**config.mk**
```make
export PLATFORM = sky130hd
export DESIGN_NAME = risc_controller
export DESIGN_NICKNAME = d
export VERILOG_FILES = /design/src/rtl/risc_pkg.sv /design/src/rtl/risc_ctrl_decode.sv /design/src/rtl/risc_controller.sv
export SDC_FILE = /design/constraint.sdc
export NUM_CORES = 1
export LEC_CHECK = 0
export CORE_AREA = 2 2 39 41
export CTS_BUF_LIST = sky130_fd_sc_hd__clkbuf_8
export CTS_CLUSTER_SIZE = 16
export DETAILED_ROUTE_END_ITERATION = 12
export DIE_AREA = 0 0 41 43
export PLACE_DENSITY = 0.75
export SETUP_SLACK_MARGIN = 0.1
export SYNTH_ARGS = -nofsm -noshare
export SYNTH_HDL_FRONTEND = slang
export SYNTH_SLANG_ARGS = --single-unit
```
**constraint.sdc**
```tcl
create_clock -name clk -period 2.8 [get_ports clk]
set_input_delay 0.7 -clock clk [delete_from_list [all_inputs] [get_ports clk]]
set_output_delay 0.7 -clock clk [all_outputs]
set_load 0.01 [all_outputs]
```
**src/rtl/risc_pkg.sv**
```systemverilog
// Shared definitions for the RISC controller: opcodes, phase names and FSM states.
// CTRL_SINGLE_STEP_EN adds the WAIT state used by single-step operation.
package risc_pkg;

    localparam int OPCODE_W = 3;
    localparam int PHASE_W  = 3;

    localparam logic [OPCODE_W-1:0] OP_HLT = 3'd0;
    localparam logic [OPCODE_W-1:0] OP_SKZ = 3'd1;
    localparam logic [OPCODE_W-1:0] OP_ADD = 3'd2;
    localparam logic [OPCODE_W-1:0] OP_AND = 3'd3;
    localparam logic [OPCODE_W-1:0] OP_XOR = 3'd4;
    localparam logic [OPCODE_W-1:0] OP_LDA = 3'd5;
    localparam logic [OPCODE_W-1:0] OP_STO = 3'd6;
    localparam logic [OPCODE_W-1:0] OP_JMP = 3'd7;

    localparam logic [PHASE_W-1:0] PH_INST_ADDR  = 3'd0;
    localparam logic [PHASE_W-1:0] PH_INST_FETCH = 3'd1;
    localparam logic [PHASE_W-1:0] PH_INST_LOAD  = 3'd2;
    localparam logic [PHASE_W-1:0] PH_IDLE       = 3'd3;
    localparam logic [PHASE_W-1:0] PH_OP_ADDR    = 3'd4;
    localparam logic [PHASE_W-1:0] PH_OP_FETCH   = 3'd5;
    localparam logic [PHASE_W-1:0] PH_ALU_OP     = 3'd6;
    localparam logic [PHASE_W-1:0] PH_STORE      = 3'd7;

`ifdef CTRL_SINGLE_STEP_EN
    typedef enum logic [1:0] {
        ST_IDLE   = 2'd0,
        ST_RUN    = 2'd1,
        ST_HALTED = 2'd2,
        ST_WAIT   = 2'd3
    } state_e;
`else
    typedef enum logic [1:0] {
        ST_IDLE   = 2'd0,
        ST_RUN    = 2'd1,
        ST_HALTED = 2'd2
    } state_e;
`endif

    // Opcodes that read an operand from memory and load the accumulator.
    function automatic logic is_aluop(input logic [OPCODE_W-1:0] op);
        return (op == OP_ADD) || (op == OP_AND) || (op == OP_XOR) || (op == OP_LDA);
    endfunction

endpackage

```
**src/rtl/risc_ctrl_decode.sv**
```systemverilog
// Combinational control table: (phase, opcode, zero) -> control strobes.
// Run-gating is applied by the caller; this block assumes the core is running.
module risc_ctrl_decode
    import risc_pkg::*;
(
    input  logic [PHASE_W-1:0]  phase,
    input  logic [OPCODE_W-1:0] opcode,
    input  logic                zero,
    output logic                sel,
    output logic                rd,
    output logic                ld_ir,
    output logic                inc_pc,
    output logic                ld_pc,
    output logic                ld_ac,
    output logic                wr,
    output logic                data_e,
    output logic                halt
);

    logic aluop;

    assign aluop = is_aluop(opcode);

    always_comb begin
        sel    = 1'b0;
        rd     = 1'b0;
        ld_ir  = 1'b0;
        inc_pc = 1'b0;
        ld_pc  = 1'b0;
        ld_ac  = 1'b0;
        wr     = 1'b0;
        data_e = 1'b0;
        halt   = 1'b0;
        case (phase)
            PH_INST_ADDR: begin
                sel = 1'b1;
            end
            PH_INST_FETCH: begin
                sel = 1'b1;
                rd  = 1'b1;
            end
            PH_INST_LOAD, PH_IDLE: begin
                sel   = 1'b1;
                rd    = 1'b1;
                ld_ir = 1'b1;
            end
            PH_OP_ADDR: begin
                inc_pc = 1'b1;
                halt   = (opcode == OP_HLT);
            end
            PH_OP_FETCH: begin
                rd = aluop;
            end
            PH_ALU_OP: begin
                rd     = aluop;
                inc_pc = (opcode == OP_SKZ) && zero;
                ld_pc  = (opcode == OP_JMP);
                data_e = (opcode == OP_STO);
            end
            PH_STORE: begin
                rd     = aluop;
                ld_ac  = aluop;
                inc_pc = (opcode == OP_JMP);
                ld_pc  = (opcode == OP_JMP);
                wr     = (opcode == OP_STO);
                data_e = (opcode == OP_STO);
            end
            default: begin
            end
        endcase
    end

endmodule

```
**src/rtl/risc_controller.sv**
```systemverilog
// Phase sequencer and control decoder for the simple RISC core.
// Define CTRL_SINGLE_STEP_EN to add step_mode/step inputs and a WAIT state.
module risc_controller
    import risc_pkg::PHASE_W;
#(
    parameter int OPCODE_W = 3
) (
    input  logic                clk,
    input  logic                rst,
    input  logic [OPCODE_W-1:0] opcode,
    input  logic                zero,
`ifdef CTRL_SINGLE_STEP_EN
    input  logic                step_mode,
    input  logic                step,
`endif
    output logic                sel,
    output logic                rd,
    output logic                ld_ir,
    output logic                inc_pc,
    output logic                ld_pc,
    output logic                ld_ac,
    output logic                wr,
    output logic                data_e,
    output logic                halt
);

    import risc_pkg::*;

    state_e             state_q, state_d;
    logic [PHASE_W-1:0] phase_q, phase_d;

    logic dec_sel, dec_rd, dec_ld_ir, dec_inc_pc, dec_ld_pc;
    logic dec_ld_ac, dec_wr, dec_data_e, dec_halt;

    risc_ctrl_decode u_decode (
        .phase  (phase_q),
        .opcode (opcode),
        .zero   (zero),
        .sel    (dec_sel),
        .rd     (dec_rd),
        .ld_ir  (dec_ld_ir),
        .inc_pc (dec_inc_pc),
        .ld_pc  (dec_ld_pc),
        .ld_ac  (dec_ld_ac),
        .wr     (dec_wr),
        .data_e (dec_data_e),
        .halt   (dec_halt)
    );

    always_ff @(posedge clk) begin
        if (!rst) begin
            state_q <= ST_IDLE;
            phase_q <= '0;
        end else begin
            state_q <= state_d;
            phase_q <= phase_d;
        end
    end

    always_comb begin
        state_d = state_q;
        phase_d = phase_q;
        case (state_q)
            ST_IDLE: begin
                state_d = ST_RUN;
                phase_d = '0;
            end
            ST_RUN: begin
                phase_d = phase_q + 3'd1;
                if (phase_q == PH_OP_ADDR && opcode == OP_HLT) begin
                    state_d = ST_HALTED;
                    phase_d = '0;
                end
`ifdef CTRL_SINGLE_STEP_EN
                else if (phase_q == PH_STORE && step_mode) begin
                    state_d = ST_WAIT;
                    phase_d = '0;
                end
`endif
            end
            ST_HALTED: begin
                state_d = ST_HALTED;
            end
`ifdef CTRL_SINGLE_STEP_EN
            ST_WAIT: begin
                if (step) begin
                    state_d = ST_RUN;
                    phase_d = '0;
                end
            end
`endif
            default: begin
                state_d = ST_IDLE;
                phase_d = '0;
            end
        endcase
    end

    // Decoded strobes only reach the datapath while running; HALTED shows halt alone.
    always_comb begin
        sel    = 1'b0;
        rd     = 1'b0;
        ld_ir  = 1'b0;
        inc_pc = 1'b0;
        ld_pc  = 1'b0;
        ld_ac  = 1'b0;
        wr     = 1'b0;
        data_e = 1'b0;
        halt   = 1'b0;
        if (state_q == ST_RUN) begin
            sel    = dec_sel;
            rd     = dec_rd;
            ld_ir  = dec_ld_ir;
            inc_pc = dec_inc_pc;
            ld_pc  = dec_ld_pc;
            ld_ac  = dec_ld_ac;
            wr     = dec_wr;
            data_e = dec_data_e;
            halt   = dec_halt;
        end else if (state_q == ST_HALTED) begin
            halt = 1'b1;
        end
    end

endmodule

```
==> summary.txt <==
Cells and area
  – Commonest non-fill, non-tap cell in the layout: buf_4
  – Post-layout util: 54.1%
  – Layout cell share with drive strength beyond 1: 21.2%
  – Finished Cell Area: about 750 um2
  – Antenna cells: 0
  – Nets: 100
  – Most frequent cells in the layout: 9 x buf_4, 8 x inv_1, 8 x ha_1, 6 x nand3_1, 6 x dlygate4sd2_1
  – Area Growth Syn to Fin: 52.9%

Timing
  – Fmax: 380 MHz
  – Clk_skew: 0.000171 ns
  – Final WS setup: 0.169 ns
  – Worst-Margin Slew: 0.388 ns
  – Final setup violation count: 0
  – Slew headroom: approximately 74%
  – Slew Viols, Final: 0
  – RSZ-0062 raised after global routing: false
  – Min Tclk post-route: 2.63 ns
  – Final Hold Viols: 0
  – Fin crit share: 94.0%

Detailed routing
  – Drt via density: 5.11
  – Post-DRT Antenna Nets: 0
  – Drt pass-1 iters: 1
  – Initial DRC count: 0
  – Drt drc: 0
  – Routed WL per cell: 12.0 um
  – DR vias: 516
  – Drt total wl: 1220 um

Outcome
  – Outcome: finished clean

Logic synthesis
  – Post-synthesis sequential area ratio: 20.5%
  – Yosys warning total: 0
  – Post-Synthesis Cells: 60
  – Unique cell type count in the Yosys netlist: 24
  – Post-synthesis instance area: 489 um2
  – #FFs+latches synth: 5
  – Mean area per synthesized cell: 8.15 um2
  – Syn Nets: 74

Floorplan
  – Die area: 0.00176 mm2
  – FP Rows: 14
  – Boundary pin count: 15
  – Die height: 43 um
  – Initial Util: a little over a third
  – Die Width: about 41 um
  – Core area: around 0.0014 mm2

Worst setup path
  – Worst path top cell family by delay: buffers and inverters
  – Critical path class: in2out
  – Setup crit end kind: output port
  – Worst EP arrival: approximately 1.9 ns
  – Largest fanout on the critical path: 2
  – Slowest cell delay on critical path: 0.49 ns
  – Critical-path top delay cell: clkdlybuf4s50_1
  – Worst-path cell chain: clkdlybuf4s50_1 > and3b_4 > and2_4 > mux2_2 > clkbuf_2
  – Buffer and inverter count on the worst path: 2
  – Crit start category: input port
  – Worst endpoint required time: 2.10 ns
  – R2r endpoint: phase_q[1]$_SDFFE_PN0N_
  – Worst r2r src: phase_q[0]$_SDFFE_PN0N_
  – FF-to-FF path depth: 6
  – FF-to-FF setup slack: 1.21 ns

GRT
  – Largest net degree at the start of global routing: 13
  – Antenna violations before repair: 0
  – GRT Residual Overflow: 0
  – First-pass GRT wire length: 1990 um
  – Vias in the first global route: 476
  – Gr usage total: roughly 18%

Placement
  – DP Worst Slack: -0.156 ns
  – Port Buf Inserts: 14
  – DP HPWL: 917 um
  – Post-DP Area: 698 um2
  – GP Congestion: about 0.82

Clock network
  – # clock sinks: 5
  – Max clock buf depth: 2
  – CTS tree: built
  – # hold bufs at CTS: 0
  – Reg clk slew, reported paths: 0.03 ns
  – Clk_lat worst skew: around 0.22 ns
  – Clk root buf: clkbuf_8
  – CTS H-tree lvls: 1
  – CTS buffer count: 3

Pwr
  – Leakage power: 0.360 nW
  – Power per cell area: 566 mW/mm2
  – Peak supply drop: 0.396 mV

Min path
  – Worst-case hold path end point: state_q[0]$_SDFFE_PN0P_
  – Hold Path Stages: 2
  – HP Start: state_q[0]$_SDFFE_PN0P_
  – Hold WC Path Type: reg2reg

Job
  – Total of max-cap violations: 0
-- registers in the layout (all words and copies together) (netlist names) --
name,flops
phase_q,3
state_q,2
-- power breakdown --
part	total [mW]	leakage, nW	internal [mW]	switching [mW]
clock	0.132	0.0269	0.0941	0.0378
sequential	0.107	0.0409	0.0886	0.0185
combinational	0.184	0.292	0.0898	0.0946
total	0.423	0.360	0.272	0.151
-- cells in the mapped netlist --
master    instances  area (um2)
ha_1              8         100
inv_1             7        26.3
nand3_1           6        30.0
dfxtp_1           5         100
nand4_1           4        25.0
nor2_1            4        15.0
o41ai_1           3        26.3
a41oi_1           2        17.5
and2_1            2        12.5
and3b_1           2        17.5
nand2_1           2        7.51
o211ai_1          2        15.0
o21ai_1           2        10.0
a21oi_1           1        5.00
a32oi_1           1        8.76
and2_4            1        8.76
and3b_4           1        12.5
buf_4             1        7.51
clkbuf_1          1        3.75
mux2_2            1        11.3
nor2b_1           1        6.26
nor3b_1           1        7.51
or2_1             1        6.26
xnor2_1           1        8.76
-- repair_timing --
item                       CTS  global route
setup buffers                1             0
setup endpoints to repair    7             3
pin swaps                    1             0
resized for setup            9             4
-- layer usage --
metal	GRT usage [%]	vias up	part of all wire, %
li1	-	269	-
met1	22.6	227	48
met2	22.5	16	43
met3	4.71	4	5.4
met4	16.0	0	4.0
met5	0	-	0
-- stage by stage --
step | TNS [ns] | std cells | total power, mW | hold WS, ns
CTS | 0 | 101 | 0.428 | 0.544
global route | 0 | 101 | 0.453 | 0.578
global placement | -0.448 | 96 | 0.287 | 0.522
detailed placement | -0.425 | 96 | 0.295 | 0.533
finish | 0 | 101 | 0.423 | 0.539
floorplan | 0 | 60 | 0.227 | 0.497
-- worst min-delay path, stage by stage, from the launching register on --
cell      delay (ns)
dfxtp_1         0.33
nand3_1         0.08
o211ai_1        0.07
-- kinds of logic (layout without fill, tap and decap cells) --
family,after synthesis,count (layout),synth area share [%]
AO/OA/AOI/OAI,11,11,16.9
XOR/XNOR,1,1,1.79
adder cells (fa/ha/maj),8,8,20.5
buffers and inverters,9,34,7.67
flip-flops,5,5,20.5
multiplexers,1,1,2.30
AND/OR/NAND/NOR,25,25,30.4
-- final cells by class --
class                      instances  area (um2)
clock inverter                     1        3.75
timing repair buffer              23         200
clock buffer                       3        41.3
tap                               16        20.0
sequential                         5         100
fill                             147         636
inverter                           7        26.3
multi-input combinational         46         357
-- worst max path at each step --
stage / endpoint / startpoint / cells past startpoint
6_report: halt / opcode[0] / 5
2_1_floorplan: halt / opcode[0] / 3
5_1_grt: ld_ir / state_q[1]$_SDFFE_PN0P_ / 5
4_1_cts: halt / opcode[1] / 6
3_5_place_dp: halt / opcode[0] / 5
3_3_place_gp: halt / opcode[0] / 5
Note: power is estimated with default switching activity, not from simulation.
